**config.mk**
```make
export PLATFORM = sky130hd
export DESIGN_NAME = ysyx_25040129_xbar
export DESIGN_NICKNAME = d
export VERILOG_FILES = /design/src/rtl/ysyx_25040129_xbar.sv
export SDC_FILE = /design/constraint.sdc
export NUM_CORES = 1
export LEC_CHECK = 0
export BUFFER_PORTS_ARGS = -buffer_cell sky130_fd_sc_hd__buf_2
export CAP_MARGIN = 20
export CORE_AREA = 2 2 172 174
export CTS_BUF_LIST = sky130_fd_sc_hd__clkbuf_4
export DETAILED_ROUTE_END_ITERATION = 6
export DIE_AREA = 0 0 174 176
export PLACE_DENSITY = 0.58
export SLEW_MARGIN = 20
export SYNTH_ARGS = -nofsm -noshare
export SYNTH_HDL_FRONTEND = slang
export SYNTH_SLANG_ARGS = --single-unit
export TNS_END_PERCENT = 50
```
**constraint.sdc**
```tcl
create_clock -name clk -period 2.3 [get_ports clk]
set_input_delay 0.23 -clock clk [delete_from_list [all_inputs] [get_ports clk]]
set_output_delay 0.23 -clock clk [all_outputs]
set_load 0.01 [all_outputs]
```
**src/rtl/ysyx_25040129_xbar.sv**
```systemverilog
// ysyx_25040129_xbar
// AXI4-Lite address-decoding crossbar. It sits between the single LSU master
// and three slaves:
//   memory : full AXI4-Lite, 128 MiB window at MEM_BASE
//   CLINT  : read-only (AR+R), 64 KiB window at CLINT_BASE
//   UART   : write-only (AW+W+B), 4 KiB window at UART_BASE
// Each request is latched and routed by address. The response is registered
// back to the master. The read and write paths are independent, and each path
// allows one outstanding transaction.
//
// Ports:
//   clk, rst            clock, synchronous active-high reset
//   s_ar*/s_r*          master read address / read data
//   s_aw*/s_w*/s_b*     master write address / write data / write response
//   mem_*               memory slave, all five channels
//   clint_*             CLINT slave, AR+R only
//   uart_*              UART slave, AW+W+B only
//
// Build option YSYX_25040129_XBAR_DECERR_EN:
//   defined   - unmapped accesses are answered locally with resp 2'b11, rdata 0
//   undefined - unmapped accesses are routed to the memory port
module ysyx_25040129_xbar #(
   parameter logic [31:0] CLINT_BASE = 32'h0200_0000,
   parameter logic [31:0] UART_BASE  = 32'h1000_0000,
   parameter logic [31:0] MEM_BASE   = 32'h8000_0000
) (
   input  logic        clk,
   input  logic        rst,
   // master read
   input  logic [31:0] s_araddr,
   input  logic        s_arvalid,
   output logic        s_arready,
   output logic [31:0] s_rdata,
   output logic [1:0]  s_rresp,
   output logic        s_rvalid,
   input  logic        s_rready,
   // master write
   input  logic [31:0] s_awaddr,
   input  logic        s_awvalid,
   output logic        s_awready,
   input  logic [31:0] s_wdata,
   input  logic [3:0]  s_wstrb,
   input  logic        s_wvalid,
   output logic        s_wready,
   output logic [1:0]  s_bresp,
   output logic        s_bvalid,
   input  logic        s_bready,
   // memory slave
   output logic [31:0] mem_araddr,
   output logic        mem_arvalid,
   input  logic        mem_arready,
   input  logic [31:0] mem_rdata,
   input  logic [1:0]  mem_rresp,
   input  logic        mem_rvalid,
   output logic        mem_rready,
   output logic [31:0] mem_awaddr,
   output logic        mem_awvalid,
   input  logic        mem_awready,
   output logic [31:0] mem_wdata,
   output logic [3:0]  mem_wstrb,
   output logic        mem_wvalid,
   input  logic        mem_wready,
   input  logic [1:0]  mem_bresp,
   input  logic        mem_bvalid,
   output logic        mem_bready,
   // CLINT slave
   output logic [31:0] clint_araddr,
   output logic        clint_arvalid,
   input  logic        clint_arready,
   input  logic [31:0] clint_rdata,
   input  logic [1:0]  clint_rresp,
   input  logic        clint_rvalid,
   output logic        clint_rready,
   // UART slave
   output logic [31:0] uart_awaddr,
   output logic        uart_awvalid,
   input  logic        uart_awready,
   output logic [31:0] uart_wdata,
   output logic [3:0]  uart_wstrb,
   output logic        uart_wvalid,
   input  logic        uart_wready,
   input  logic [1:0]  uart_bresp,
   input  logic        uart_bvalid,
   output logic        uart_bready
);

   typedef enum logic [1:0] {R_IDLE, R_ADDR, R_DATA, R_RESP} rd_state_e;
   typedef enum logic [1:0] {W_IDLE, W_ADDR, W_BWAIT, W_RESP} wr_state_e;
   typedef enum logic [1:0] {T_MEM, T_CLINT, T_UART, T_NONE} tgt_e;

`ifdef YSYX_25040129_XBAR_DECERR_EN
   localparam tgt_e UNMAPPED_TGT = T_NONE;
`else
   localparam tgt_e UNMAPPED_TGT = T_MEM;
`endif

   localparam logic [1:0] RESP_OKAY   = 2'b00;
   localparam logic [1:0] RESP_SLVERR = 2'b10;
   localparam logic [1:0] RESP_DECERR = 2'b11;

   function automatic tgt_e decode(input logic [31:0] addr);
      tgt_e t;
      t = UNMAPPED_TGT;
      if (addr[31:27] == MEM_BASE[31:27])        t = T_MEM;
      else if (addr[31:16] == CLINT_BASE[31:16]) t = T_CLINT;
      else if (addr[31:12] == UART_BASE[31:12])  t = T_UART;
      return t;
   endfunction

   // ---------------------------------------------------------------- read path
   rd_state_e   rd_state_q, rd_state_d;
   tgt_e        rd_tgt_q, rd_tgt_d, rd_dec;
   logic [31:0] rd_addr_q, rd_addr_d;
   logic [31:0] rdata_q, rdata_d;
   logic [1:0]  rresp_q, rresp_d;
   logic        rd_arvalid, rd_rready;
   logic        rd_is_clint;
   logic        rd_slv_arready, rd_slv_rvalid;
   logic [31:0] rd_slv_rdata;
   logic [1:0]  rd_slv_rresp;

   assign rd_dec      = decode(s_araddr);
   assign rd_is_clint = (rd_tgt_q == T_CLINT);

   // Only MEM or CLINT ever reach R_ADDR/R_DATA. Local answers skip those states.
   assign rd_slv_arready = rd_is_clint ? clint_arready : mem_arready;
   assign rd_slv_rvalid  = rd_is_clint ? clint_rvalid  : mem_rvalid;
   assign rd_slv_rdata   = rd_is_clint ? clint_rdata   : mem_rdata;
   assign rd_slv_rresp   = rd_is_clint ? clint_rresp   : mem_rresp;

   assign mem_araddr    = rd_addr_q;
   assign clint_araddr  = rd_addr_q;
   assign mem_arvalid   = rd_arvalid && !rd_is_clint;
   assign clint_arvalid = rd_arvalid &&  rd_is_clint;
   assign mem_rready    = rd_rready  && !rd_is_clint;
   assign clint_rready  = rd_rready  &&  rd_is_clint;

   assign s_rdata  = rdata_q;
   assign s_rresp  = rresp_q;
   assign s_rvalid = (rd_state_q == R_RESP);

   always_comb begin
      rd_state_d = rd_state_q;
      rd_tgt_d   = rd_tgt_q;
      rd_addr_d  = rd_addr_q;
      rdata_d    = rdata_q;
      rresp_d    = rresp_q;
      s_arready  = 1'b0;
      rd_arvalid = 1'b0;
      rd_rready  = 1'b0;
      unique case (rd_state_q)
         R_IDLE: begin
            s_arready = !rst;
            if (s_arvalid) begin
               rd_addr_d = s_araddr;
               rd_tgt_d  = rd_dec;
               case (rd_dec)
                  T_UART: begin
                     rdata_d    = '0;
                     rresp_d    = RESP_SLVERR;
                     rd_state_d = R_RESP;
                  end
                  T_NONE: begin
                     rdata_d    = '0;
                     rresp_d    = RESP_DECERR;
                     rd_state_d = R_RESP;
                  end
                  default: rd_state_d = R_ADDR;
               endcase
            end
         end
         R_ADDR: begin
            rd_arvalid = 1'b1;
            if (rd_slv_arready) rd_state_d = R_DATA;
         end
         R_DATA: begin
            rd_rready = 1'b1;
            if (rd_slv_rvalid) begin
               rdata_d    = rd_slv_rdata;
               rresp_d    = rd_slv_rresp;
               rd_state_d = R_RESP;
            end
         end
         R_RESP: begin
            if (s_rready) rd_state_d = R_IDLE;
         end
         default: rd_state_d = R_IDLE;
      endcase
   end

   always_ff @(posedge clk) begin
      if (rst) begin
         rd_state_q <= R_IDLE;
         rd_tgt_q   <= T_MEM;
         rd_addr_q  <= '0;
         rdata_q    <= '0;
         rresp_q    <= RESP_OKAY;
      end else begin
         rd_state_q <= rd_state_d;
         rd_tgt_q   <= rd_tgt_d;
         rd_addr_q  <= rd_addr_d;
         rdata_q    <= rdata_d;
         rresp_q    <= rresp_d;
      end
   end

   // --------------------------------------------------------------- write path
   wr_state_e   wr_state_q, wr_state_d;
   tgt_e        wr_tgt_q, wr_tgt_d, wr_dec;
   logic [31:0] wr_addr_q, wr_addr_d;
   logic [31:0] wr_data_q, wr_data_d;
   logic [3:0]  wr_strb_q, wr_strb_d;
   logic        aw_done_q, aw_done_d;
   logic        w_done_q, w_done_d;
   logic [1:0]  bresp_q, bresp_d;
   logic        wr_awvalid, wr_wvalid, wr_bready;
   logic        wr_is_uart;
   logic        wr_slv_awready, wr_slv_wready, wr_slv_bvalid;
   logic [1:0]  wr_slv_bresp;

   assign wr_dec     = decode(s_awaddr);
   assign wr_is_uart = (wr_tgt_q == T_UART);

   assign wr_slv_awready = wr_is_uart ? uart_awready : mem_awready;
   assign wr_slv_wready  = wr_is_uart ? uart_wready  : mem_wready;
   assign wr_slv_bvalid  = wr_is_uart ? uart_bvalid  : mem_bvalid;
   assign wr_slv_bresp   = wr_is_uart ? uart_bresp   : mem_bresp;

   assign mem_awaddr   = wr_addr_q;
   assign uart_awaddr  = wr_addr_q;
   assign mem_wdata    = wr_data_q;
   assign uart_wdata   = wr_data_q;
   assign mem_wstrb    = wr_strb_q;
   assign uart_wstrb   = wr_strb_q;
   assign mem_awvalid  = wr_awvalid && !wr_is_uart;
   assign uart_awvalid = wr_awvalid &&  wr_is_uart;
   assign mem_wvalid   = wr_wvalid  && !wr_is_uart;
   assign uart_wvalid  = wr_wvalid  &&  wr_is_uart;
   assign mem_bready   = wr_bready  && !wr_is_uart;
   assign uart_bready  = wr_bready  &&  wr_is_uart;

   assign s_bresp  = bresp_q;
   assign s_bvalid = (wr_state_q == W_RESP);

   always_comb begin
      wr_state_d = wr_state_q;
      wr_tgt_d   = wr_tgt_q;
      wr_addr_d  = wr_addr_q;
      wr_data_d  = wr_data_q;
      wr_strb_d  = wr_strb_q;
      aw_done_d  = aw_done_q;
      w_done_d   = w_done_q;
      bresp_d    = bresp_q;
      s_awready  = 1'b0;
      s_wready   = 1'b0;
      wr_awvalid = 1'b0;
      wr_wvalid  = 1'b0;
      wr_bready  = 1'b0;
      unique case (wr_state_q)
         W_IDLE: begin
            // Address and data are accepted together, so the slave sees one whole request.
            s_awready = s_awvalid && s_wvalid && !rst;
            s_wready  = s_awvalid && s_wvalid && !rst;
            if (s_awvalid && s_wvalid) begin
               wr_addr_d = s_awaddr;
               wr_data_d = s_wdata;
               wr_strb_d = s_wstrb;
               wr_tgt_d  = wr_dec;
               aw_done_d = 1'b0;
               w_done_d  = 1'b0;
               case (wr_dec)
                  T_CLINT: begin
                     bresp_d    = RESP_SLVERR;
                     wr_state_d = W_RESP;
                  end
                  T_NONE: begin
                     bresp_d    = RESP_DECERR;
                     wr_state_d = W_RESP;
                  end
                  default: wr_state_d = W_ADDR;
               endcase
            end
         end
         W_ADDR: begin
            // AW and W can complete in different cycles. Each valid drops after its own handshake.
            wr_awvalid = !aw_done_q;
            wr_wvalid  = !w_done_q;
            aw_done_d  = aw_done_q || wr_slv_awready;
            w_done_d   = w_done_q  || wr_slv_wready;
            if (aw_done_d && w_done_d) wr_state_d = W_BWAIT;
         end
         W_BWAIT: begin
            wr_bready = 1'b1;
            if (wr_slv_bvalid) begin
               bresp_d    = wr_slv_bresp;
               wr_state_d = W_RESP;
            end
         end
         W_RESP: begin
            if (s_bready) wr_state_d = W_IDLE;
         end
         default: wr_state_d = W_IDLE;
      endcase
   end

   always_ff @(posedge clk) begin
      if (rst) begin
         wr_state_q <= W_IDLE;
         wr_tgt_q   <= T_MEM;
         wr_addr_q  <= '0;
         wr_data_q  <= '0;
         wr_strb_q  <= '0;
         aw_done_q  <= 1'b0;
         w_done_q   <= 1'b0;
         bresp_q    <= RESP_OKAY;
      end else begin
         wr_state_q <= wr_state_d;
         wr_tgt_q   <= wr_tgt_d;
         wr_addr_q  <= wr_addr_d;
         wr_data_q  <= wr_data_d;
         wr_strb_q  <= wr_strb_d;
         aw_done_q  <= aw_done_d;
         w_done_q   <= w_done_d;
         bresp_q    <= bresp_d;
      end
   end

endmodule

```
[After elaboration in Yosys (flattened, before gate mapping)]
Cells that the tools add are included.
Storage, ports and cells
  latch bits: 0
  memories kept: 0
  input port bits: 189
  bits in registers: 146
  logic and storage cells: 125
  bits in read-only memories: 0
  bits in writable memories: 0
Operators by class
  divide/modulo/power cells: 0
  mux-type cells: 48
  $mul: 0
  magnitude comparators: 0
  equal/unequal tests: 29
  shifts and indexed selects: 0
  reductions and logical operators: 35
  bitwise logic cells: 0
  add/sub/neg operators: 0
Operators with widths (number)
  $mux W32: 4
  $pmux W32 S2: 1
  $mux W2: 22
  $eq A20 B17 Y1 const B: 2
  $eq A16 B10 Y1 const B: 2
  $reduce_and A4 Y1: 5
  $eq A2 B2 Y1 const B: 8
  $pmux W2 S2: 4
  $pmux W2 S4: 2
  $ne A2 B2 Y1 const B: 7
  $logic_and A1 B1 Y1: 13
  $mux W1: 13
  $eq A5 B5 Y1 const B: 2
  $eq A2 B1 Y1 const B: 4
  $ne A3 B1 Y1 const B: 2
  $reduce_and A2 Y1: 3
  $reduce_bool A2 Y1: 3
  $logic_not A1 Y1: 5
  $logic_not A2 Y1: 2
  $ne A2 B1 Y1 const B: 2
  $pmux W1 S2: 2
  $reduce_or A2 Y1: 2
  $logic_or A1 B1 Y1: 2

[Logic depth before layout (Yosys ltp)]
Gate-level depths: netlist (run 1).
  depth in word-level cells: 9
  gate-level depth with buffers: 10
  mapped depth without buffers: 7

[Worst setup path after synthesis (run 1)]
Ideal clock, no wire load.
  path type: flip-flop to flip-flop
  start point: register rd_state_q[0]
  end point: register rdata_q[22], in the netlist s_rdata[22]
  arrival: 1.595 ns
  setup slack: 0.572 ns
  setup time: 0.132 ns
  stages on the path, launching flop included: 10
  path buffers: 2
  path through: dfxtp_1 inv_1 ha_1 buf_4 inv_1 o32a_1 o221ai_1 clkbuf_2 o21ai_0 a21oi_1
On the way
  longest elaborated chain between the ends: 3
  elaborated cells on any way between the ends: 8
RTL lines
  start, declared: RTL line 111  | rd_state_e rd_state_q, rd_state_d;
  start signal, assigned: RTL line 199  | rd_state_q <= rd_state_d;
  $eq A2 B2 Y1 / $logic_not A2 Y1 (equally long branches): RTL line 151  | unique case (rd_state_q)
  $ne A2 B2 Y1 (no line) / $reduce_bool A2 Y1 (equally long branches)
  $reduce_and A4 Y1 (no line)
  end signal, assigned: RTL line 202  | rdata_q <= rdata_d;
  end, declared: RTL line 114  | logic [31:0] rdata_q, rdata_d;
Parallel ways exist; a longest one is shown, timed or not.
A chain may end at the register's enable or synchronous reset.

[Final worst setup path (run 1)]
  start point: register wr_state_q[0]
  end point: output s_wready
On the way
  longest elaborated chain between the ends: 2
RTL lines
  start, declared: RTL line 208  | wr_state_e wr_state_q, wr_state_d;
  start signal, assigned: RTL line 317  | wr_state_q <= wr_state_d;
  $logic_not A2 Y1: RTL line 259  | unique case (wr_state_q)
  $mux W1: RTL line 259
  end, declared: RTL line 44  | output logic s_wready,
Every way passes these cells.

==> run_results.csv, run 1 <==
group,metric,value,unit
synth,netlist_instances,861,
cts,clkTransAtPathRegs,0.15,ns
cts,cts_buffers,17,
synth,synth_top_area_share,41.5,%
synth,yosys-top-cells-area,"dfxtp_1, nand2_1, buf_4",
timing,timing.final.hold_violations,0,
timing,setup_viol,0,
die,rows,62,
worst_setup_path,worstReg2RegEnd,"s_rdata[24]",
synth,synth_area,7040,um^2
worst_setup_path,reg2reg_from,"rd_state_q[0]",
worst_setup_path,cp.required,2.07,ns
worst_setup_path,worst_setup_path_start_kind,"register",
job,max_cap_violations,0,
routing,drc,0,
power_and_ir_drop,power_density,809,nW/um^2
cts,clock_latency,0.54,ns
placement,place_congestion,0.808,
die,fp.dieArea,30600,um^2
power_and_ir_drop,vdd_drop_max,0.000464,V
global_routing,grt_max_degree,53,
worst_hold_path,whs_path_depth,3,
finish,fin_nets,1479,
timing,tightest_slew,0.615,ns
timing,fin_crit,2.03,ns
synth,synth.distinct_cells,43,
timing,whs,0.0951,ns
routing,antenna_left,0,
worst_hold_path,hold_start,"mem_bresp[1]",
cts,htreeDepth,4,
finish,syn_to_final_growth,44.7,%
global_routing,grt_pass1_vias,7195,
timing,period_share,88.4,%
synth,syn_nets,1060,
worst_setup_path,ff2ff_path_depth,7,
die,coreArea,28500,um^2
synth,synth_ff_type,"dfxtp_1",
routing,first_pass_iters,5,
timing,max-slew-margin-rel,59.0,%
synth,syn_area_per_cell,8.18,um^2
synth,synth_seq_cells,146,
synth,yosysWarnings,0,
routing,vias_per_cell,4.42,
worst_setup_path,worstSetupEndpointType,"primary output",
synth,postSynth.asyncResetShare,0,%
cts,cts.sinks,146,
global_routing,grt_overflow,0,
routing,vias,7421,
placement,portBuffers,439,
synth,yosys.area.top_type,"dfxtp_1",
timing,clock.fmax,492,MHz
cts,cts_tree,"built",
global_routing,antenna_found_initial,1,
power_and_ir_drop,power_leakage,4.79,nW
routing,drt_iter0_drc,379,
cts,cts.path.max_buffers,2,
global_routing,grtUsageTotal,15.9,%
routing,routedWlPerCell,15.3,um
die,initial_core_util,24.7,%
die,die_width,174,um
worst_setup_path,cp_max_fo,10,
die,ios,440,
timing,rsz0062_at_grt,"false",
global_routing,grt_pass1_wl,38700,um
die,die_h,176,um
outcome,outcome,"completed",
worst_hold_path,min_to,"s_bresp[1]",
cts,post_cts_buffers,0,
routing,totalWireLength,25700,um
worst_setup_path,arrival,1.80,ns
finish,fill_cells,2997,
timing,fin_skew,0.0264,ns
synth,synth_seq_area_share,41.5,%
worst_setup_path,r2r_setup_slack,0.31,ns
cts,clockRootBuffer,"clkbuf_4",
synth,synth-edff-count,0,
worst_setup_path,critical_path_class,"reg -> out",
worst_setup_path,crit_path_start,"wr_state_q[0]",
worst_hold_path,hp-class,"in -> reg",
placement,hpwl,18700,um
finish,drive_above_1_share,42.2,%
timing,fin_setup_tns,0,ns
timing,slew_violations,0,
cells by family (layout without fill, tap and decap cells):
group	count (synthesis)	count (layout)	synth area share [%]
flops	146	146	41.5
other cells	0	1	0
buf+inv	174	606	16.6
mux	39	39	6.15
compound gates	197	197	15.2
fa+ha+maj	10	10	1.78
simple gates	295	295	18.7
metrics by stage:
stage / util, % / instance area [um^2] / power [mW] / worst slack [ns] / instances
3_5_place_dp: 31.1 / 8890 / 6.43 / 0.215 / 1545
5_1_grt: 35.7 / 10200 / 8.86 / 0.0744 / 1678
6_report: 35.7 / 10200 / 8.24 / 0.267 / 1678
3_3_place_gp: 31.1 / 8890 / 6.40 / 0.167 / 1545
2_1_floorplan: - / 7040 / 5.46 / 0.572 / 861
4_1_cts: 35.7 / 10200 / 8.34 / 0.0185 / 1677
area by class of cell:
| class | instances | area [um^2] | area share [%] |
|---|---|---|---|
| Clock inverter | 14 | 154 | 1.51 |
| Inverter | 12 | 45.0 | 0.442 |
| Timing Repair Buffer | 562 | 3470 | 34.1 |
| Clock buffer | 18 | 135 | 1.33 |
| Multi-Input combinational cell | 541 | 2980 | 29.2 |
| Tap cell | 384 | 480 | 4.71 |
| Antenna cell | 1 | 2.50 | 0.0246 |
| Sequential cell | 146 | 2920 | 28.7 |
flip-flops by register name, summed over array words and instances (netlist names):
signal,count
wr_tgt_q,2
wr_state_q,2
rd_state_q,2
clint_araddr,32
s_bresp,2
mem_awaddr,32
rd_tgt_q,2
mem_wdata,32
s_rdata,32
s_rresp,2
aw_done_q,1
w_done_q,1
mem_wstrb,4
worst max path at each step:
stage                   to  cells after the start
4_1_cts           s_wready                      5
6_report          s_wready                      5
2_1_floorplan  s_rdata[22]                      9
3_5_place_dp   s_rdata[15]                      7
5_1_grt           s_wready                      5
3_3_place_gp    s_rresp[0]                      7
power by group:
part           leakage [nW]  internal [mW]  switching, mW  total (mW)
clock network         0.145          0.673           1.04        1.71
logic                  3.46           1.35           2.11        3.46
registers              1.19           2.84          0.235        3.07
total                  4.79           4.86           3.38        8.24
per-layer routing:
metal | up-vias | global-route usage [%] | share of wire, %
li1 | 3641 | - | -
met1 | 3468 | 20.8 | 45
met2 | 284 | 26.3 | 48
met3 | 28 | 3.40 | 5.7
met4 | 0 | 4.55 | 1.6
met5 | - | 0 | 0
worst max-delay path, stage by stage, from the launching register on:
cell and delay [ns]:
dfxtp_1 0.37, inv_1 0.12, ha_2 0.26, nand3_4 0.17
nor2_1 0.19, buf_2 0.16
Yosys cell counts, drive strengths merged, types with 8 or more instances:
master	number
nor4	8
o21ai	35
buf	119
dfxtp	146
clkbuf	43
nand2	205
a21oi	143
ha	10
nand4	36
nor2	28
inv	12
mux2	34
cell usage in the layout, fill, tap and decap left out, types with 3 or more instances in the layout:
cell type,netlist,final
clkbuf_4,0,18
o21ai_1,11,11
a211oi_1,3,3
mux2_2,34,34
nor2_1,28,28
o21ai_0,23,23
nand2_1,205,205
dlygate4sd3_1,0,100
a21oi_1,143,143
buf_12,0,8
dfxtp_1,146,146
nand4_1,35,35
a311oi_1,4,4
nand3b_1,3,3
buf_4,102,16
nor4_2,6,6
nand2b_1,3,3
ha_1,10,9
inv_1,12,12
clkinvlp_4,0,4
inv_6,0,4
mux2i_1,5,5
buf_2,7,438
repair_timing:
action	CTS	global route
endpoints found under the setup margin	0	2
gates resized for setup	0	2
endpoints found under the hold margin	101	0
hold buffers	100	0
(Power assumes the default switching activity.)
==> inputs of run 2 (changes only) <==
--- a/config.mk
+++ b/config.mk
@@ -7,11 +7,11 @@
 export LEC_CHECK = 0
 export BUFFER_PORTS_ARGS = -buffer_cell sky130_fd_sc_hd__buf_2
 export CAP_MARGIN = 20
-export CORE_AREA = 2 2 172 174
+export CORE_AREA = 2 2 169 171
 export CTS_BUF_LIST = sky130_fd_sc_hd__clkbuf_4
 export DETAILED_ROUTE_END_ITERATION = 6
-export DIE_AREA = 0 0 174 176
-export PLACE_DENSITY = 0.58
+export DIE_AREA = 0 0 171 173
+export PLACE_DENSITY = 0.59
 export SLEW_MARGIN = 20
 export SYNTH_ARGS = -nofsm -noshare
 export SYNTH_HDL_FRONTEND = slang
==> constraint.sdc (replaced) <==
create_clock -name clk -period 2 [get_ports clk]
set_input_delay 0.2 -clock clk [delete_from_list [all_inputs] [get_ports clk]]
set_output_delay 0.2 -clock clk [all_outputs]
set_load 0.01 [all_outputs]
==> run 2 against run 1 <==
  * Register-to-register slack lost 0.18 ns
  * Clock power grew 18%
  * Final cell count grew 0.83%
  * Final area grew 2.0%
  * Combinational power grew 19%
  * Wire length shrank 2.4%
  * Sequential share of layout area shrank 0.52 points
  * Utilization grew 1.9 points
  * Critical path type is now in -> reg
  * Largest cell class unchanged
  * Largest power group unchanged
  * Highest routed layer unchanged
==> run_results.csv, run 2 (synthesized netlist as in run 1, its figures left out) <==
group,metric,value,unit
timing,fin_skew,0.0312,ns
worst_setup_path,crit_chain,"dlygate4sd3_1 -> buf_2 -> nor4_2 -> nand4_1 -> nor3_1 -> a21oi_1 -> nor2_1 -> dlygate4sd3_1",
worst_setup_path,worst-path-buf-inv,3,
finish,fin_area,10400,um^2
die,rows,61,
cts,cts_tree,"built",
global_routing,grt_max_degree,75,
timing,fin_setup_tns,0,ns
worst_hold_path,hp-class,"in -> reg",
routing,totalWireLength,25000,um
placement,placed_area,8940,um^2
timing,max-slew-margin-rel,69.5,%
cts,clock_latency,0.55,ns
outcome,outcome,"completed",
power_and_ir_drop,switchingPower,3.96,mW
timing,slew_violations,0,
power_and_ir_drop,pwr-share-clk,20.8,%
finish,final_common_cell,"buf_2",
routing,vias_per_cell,4.39,
power_and_ir_drop,combPwrFrac,42.4,%
timing,timing.final.hold_violations,0,
timing,period_share,94.7,%
cts,cts.sinks,146,
routing,antenna_left,0,
finish,drive_above_1_share,43.5,%
worst_setup_path,worst_setup_path_start_kind,"input pin",
routing,drc,0,
cts,htreeDepth,4,
die,die_width,171,um
worst_setup_path,max_stage_delay,0.54,ns
cts,clkTransAtPathRegs,0.15,ns
placement,dp_cells,1550,
timing,fin_crit,1.89,ns
power_and_ir_drop,vdd_drop_max,0.000436,V
die,coreArea,27600,um^2
finish,post-route-util,37.6,%
cts,cts_buffers,17,
routing,routedWlPerCell,14.8,um
worst_setup_path,crit_slowest_cell,"dlygate4sd3_1",
timing,clock.fmax,528,MHz
routing,first_pass_iters,5,
power_and_ir_drop,seq_power_share,36.8,%
worst_setup_path,worstSetupEndpointType,"register",
finish,fin_cells,1692,
job,max_cap_violations,0,
cts,cts.path.max_buffers,2,
routing,drt_iter0_drc,454,
die,fp.dieArea,29600,um^2
worst_setup_path,cp_common_cell,"dlygate4sd3_1",
placement,place_congestion,0.831,
worst_setup_path,cp_max_fo,2,
placement,portBuffers,439,
global_routing,antenna_found_initial,1,
global_routing,grt_pass1_wl,38000,um
worst_setup_path,cp_top_family,"buffers and inverters",
routing,vias,7427,
worst_setup_path,critical_path_class,"in -> reg",
power_and_ir_drop,power_leakage,4.88,nW
cts,clockRootBuffer,"clkbuf_4",
power_and_ir_drop,power_density,931,nW/um^2
placement,hpwl,18200,um
global_routing,grt_overflow,0,
worst_setup_path,cp.required,2.50,ns
timing,tightest_slew,0.458,ns
die,die_h,173,um
power_and_ir_drop,internal_power,5.71,mW
worst_setup_path,arrival,2.39,ns
global_routing,grtUsageTotal,16.1,%
finish,fin_nets,1499,
finish,final_cell_mix,"buf_2, nand2_1, dfxtp_1, a21oi_1, dlygate4sd3_1",
global_routing,grt_pass1_vias,7131,
timing,whs,0.0910,ns
timing,setup_viol,0,
finish,syn_to_final_growth,47.6,%
power_and_ir_drop,netSwitchingFraction,40.9,%
die,initial_core_util,25.5,%
die,ios,440,
[run 2: cell count changes in the layout (fill, tap and decap cells not counted), moves of 2 or more]
cell           delta
ha_1              -2
buf_4            +15
inv_2             +2
dlygate4sd3_1     +6
dfxtp_1           -3
inv_1             -2
buf_12            -2
ha_4              +2
dfxtp_2           +3
[run 2: path summary, 6_finish.rpt]
| path | endpoint | cells after the start | slack, ns | start |
|---|---|---|---|---|
| worst max-delay path | wr_tgt_q[1] | 8 | 0.11 | s_awaddr[23] |
| worst min-delay path | wr_tgt_q[0] | 4 | 0.09 | s_wvalid |
| worst max register to register | s_rresp[1] | 9 | 0.13 | rd_state_q[0] |
| worst min register to register | clint_araddr[4] | 2 | 0.48 | clint_araddr[4] |
[run 2: what timing repair did]
item | CTS | global route
buffers inserted | 0 | 3
setup endpoints to repair | 6 | 38
gates resized for setup | 5 | 13
endpoints found under the hold margin | 105 | 1
hold buffers | 105 | 1
[run 2: power by group through the flow]
| stage | Sequential [mW] | Clock [mW] | Combinational (mW) |
|---|---|---|---|
| 3_5_place_dp | 3.61 | 0 | 3.84 |
| 4_1_cts | 3.55 | 2.13 | 4.03 |
| 6_report | 3.56 | 2.01 | 4.11 |
| 2_1_floorplan | 3.69 | 0 | 2.59 |
| 5_1_grt | 3.61 | 2.26 | 4.52 |
| 3_3_place_gp | 3.59 | 0 | 3.82 |
[run 2: final cells by class]
cell class | count | area (um^2)
well taps | 378 | 473
repair buffers | 582 | 3620
multi-input cells | 541 | 3030
diodes | 1 | 2.50
fillers | 2849 | 17200
clock inverters | 13 | 153
flip-flops and latches | 146 | 2930
inverters | 12 | 45.0
clock buffers | 19 | 143
[run 2: through the flow]
| step | worst slack, ns | total power, mW |
|---|---|---|
| finish | 0.106 | 9.67 |
| global route | -0.0168 | 10.4 |
| CTS | 0.00676 | 9.70 |
| detailed placement | -0.0483 | 7.44 |
| global placement | -0.0684 | 7.41 |
| floorplan | 0.272 | 6.28 |
[run 2: per-layer routing]
metal	routed length (um)	part of all wire (%)	up-vias	track usage, %
met1	11200	45	3495	20.7
met4	274	1.1	0	4.41
met5	0	0	-	0
li1	-	-	3684	-
met3	1220	4.9	20	3.34
met2	12300	49	228	27.3
[run 2: tightest hold or removal path, stage by stage]
cell	delay, ns
buf_2	0.13
nand3_4	0.13
a21oi_1	0.08
nor2_1	0.07
==> inputs of run 3 (changes only) <==
==> constraint.sdc (replaced) <==
create_clock -name clk -period 2.1 [get_ports clk]
set_input_delay 0.21 -clock clk [delete_from_list [all_inputs] [get_ports clk]]
set_output_delay 0.21 -clock clk [all_outputs]
set_load 0.01 [all_outputs]
==> run 3 against run 2 <==
  * Sequential share of layout area grew 0.21 points
  * Flip-flop and latch count is the same
  * Critical path type unchanged
  * Worst hold slack lost 0.0021 ns
  * Register-to-register slack gained 0.03 ns
==> run_results.csv, run 3 (synthesized netlist as in run 1, its figures left out) <==
group,metric,value,unit
finish,fin_area,10300,um^2
timing,clock.fmax,501,MHz
placement,portBuffers,439,
die,coreArea,27600,um^2
worst_setup_path,cp_top_family,"compound AO/OA/AOI/OAI gates",
die,ios,440,
finish,final_cell_mix,"buf_2, nand2_1, dfxtp_1, a21oi_1, dlygate4sd3_1",
finish,final_common_cell,"buf_2",
timing,setup_viol,0,
power_and_ir_drop,power_density,921,nW/um^2
worst_hold_path,hp-class,"in -> reg",
worst_setup_path,cp.required,2.51,ns
routing,drc,0,
finish,drive_above_1_share,42.5,%
routing,vias_per_cell,4.43,
finish,fin_nets,1484,
outcome,outcome,"completed",
die,initial_core_util,25.5,%
global_routing,grt_max_degree,78,
worst_setup_path,max_stage_delay,0.54,ns
timing,max-slew-margin-rel,58.2,%
worst_setup_path,crit_slowest_cell,"dlygate4sd3_1",
placement,placed_area,8880,um^2
job,max_cap_violations,0,
power_and_ir_drop,power_leakage,4.85,nW
worst_setup_path,critical_path_class,"in -> reg",
routing,antenna_left,0,
die,fp.dieArea,29600,um^2
global_routing,grt_pass1_wl,38500,um
timing,tightest_slew,0.627,ns
cts,htreeDepth,4,
timing,slew_violations,0,
finish,post-route-util,37.3,%
timing,fin_skew,0.0263,ns
cts,cts_buffers,17,
finish,syn_to_final_growth,46.4,%
global_routing,grtUsageTotal,16.4,%
placement,place_congestion,0.831,
routing,totalWireLength,25100,um
cts,clockRootBuffer,"clkbuf_4",
routing,first_pass_iters,4,
worst_setup_path,arrival,2.40,ns
die,die_h,173,um
worst_setup_path,cp_max_fo,34,
cts,clock_latency,0.54,ns
cts,clkTransAtPathRegs,0.13,ns
global_routing,grt_pass1_vias,7208,
cts,cts.path.max_buffers,2,
placement,hpwl,18100,um
finish,fill_cells,2868,
power_and_ir_drop,vdd_drop_max,0.000531,V
routing,drt_iter0_drc,480,
cts,cts_tree,"built",
timing,fin_crit,2.00,ns
global_routing,antenna_found_initial,1,
worst_setup_path,worst_setup_path_start_kind,"input pin",
timing,rsz0062_at_grt,"false",
timing,timing.final.hold_violations,0,
cts,cts.sinks,146,
worst_setup_path,worst-path-buf-inv,2,
worst_setup_path,crit_chain,"dlygate4sd3_1 -> buf_2 -> nor4_2 -> nand4_2 -> o21a_2 -> o21ai_0 -> a21oi_1",
die,die_width,171,um
routing,vias,7425,
routing,routedWlPerCell,15.0,um
global_routing,grt_overflow,0,
worst_setup_path,worstSetupEndpointType,"register",
die,rows,61,
timing,period_share,95.0,%
## run 3: changes by cell type in the layout (fill, tap and decap cells not counted), moves of 3 or more
| cell | previous run | this run |
|---|---|---|
| clkinvlp_4 | 5 | 2 |
| inv_6 | 4 | 1 |
| dlygate4sd3_1 | 106 | 101 |
| bufinv_16 | 2 | 6 |
| buf_4 | 31 | 21 |
## run 3: layout make-up
cell class	count	area (um^2)	share of cell area, %
Timing Repair Buffer	567	3500	34.0
Tap cell	378	473	4.59
Clock buffer	17	128	1.24
Antenna cell	1	2.50	0.0243
Multi-Input combinational cell	541	3000	29.1
Inverter	12	45.0	0.437
Sequential cell	146	2920	28.4
Clock inverter	13	234	2.27
## run 3: per-stage QoR
step	TNS (ns)	total power [mW]	worst slack (ns)	cells	hold WS, ns
6_report	0	9.49	0.104	1675	0.0889
3_5_place_dp	-0.00910	7.08	-0.00910	1541	0.456
2_1_floorplan	0	5.98	0.372	861	0.343
3_3_place_gp	-0.332	7.03	-0.0205	1541	0.450
5_1_grt	0	10.1	0.00720	1675	0.0226
4_1_cts	0	9.59	0.0451	1672	0.0208
## run 3: per-layer routing
metal	vias to the layer above	track usage, %	wire, um
li1	3661	-	-
met1	3497	20.8	11000
met2	250	28.0	12500
met3	17	2.95	1340
met4	0	4.77	305
met5	-	0	0
## run 3: repair_timing
item                                   CTS  global route
gates resized for setup                  3             4
endpoints found under the hold margin  101             0
gates cloned                             0             0
setup buffers                            0             2
pin swaps                                1             1
hold buffers                           101             0
setup endpoints to repair                2            27
## run 3: worst paths after layout
kind                               startpoint            end  slack (ns)  cells after the start
worst min-delay path             mem_bresp[1]     s_bresp[1]        0.09                      3
worst max-delay path             s_araddr[16]    s_rdata[30]        0.10                      7
worst max register to register  wr_state_q[0]  wr_state_q[0]        0.16                      6
worst min register to register   mem_wstrb[0]   mem_wstrb[0]        0.47                      2
## run 3: where the power goes
| group | total [mW] | switching [mW] | internal, mW |
|---|---|---|---|
| Combinational | 3.85 | 2.34 | 1.51 |
| Clock | 2.27 | 1.09 | 1.18 |
| Sequential | 3.37 | 0.263 | 3.11 |
| Total | 9.49 | 3.69 | 5.80 |
## run 3: worst reg2reg max path: cells and delay by family (launching register included)
kind,cells,cell delay [ns]
AO/OA/AOI/OAI,3,0.58
adder cells (fa/ha/maj),1,0.25
buffers and inverters,1,0.16
AND/OR/NAND/NOR,1,0.49
flip-flops,1,0.37
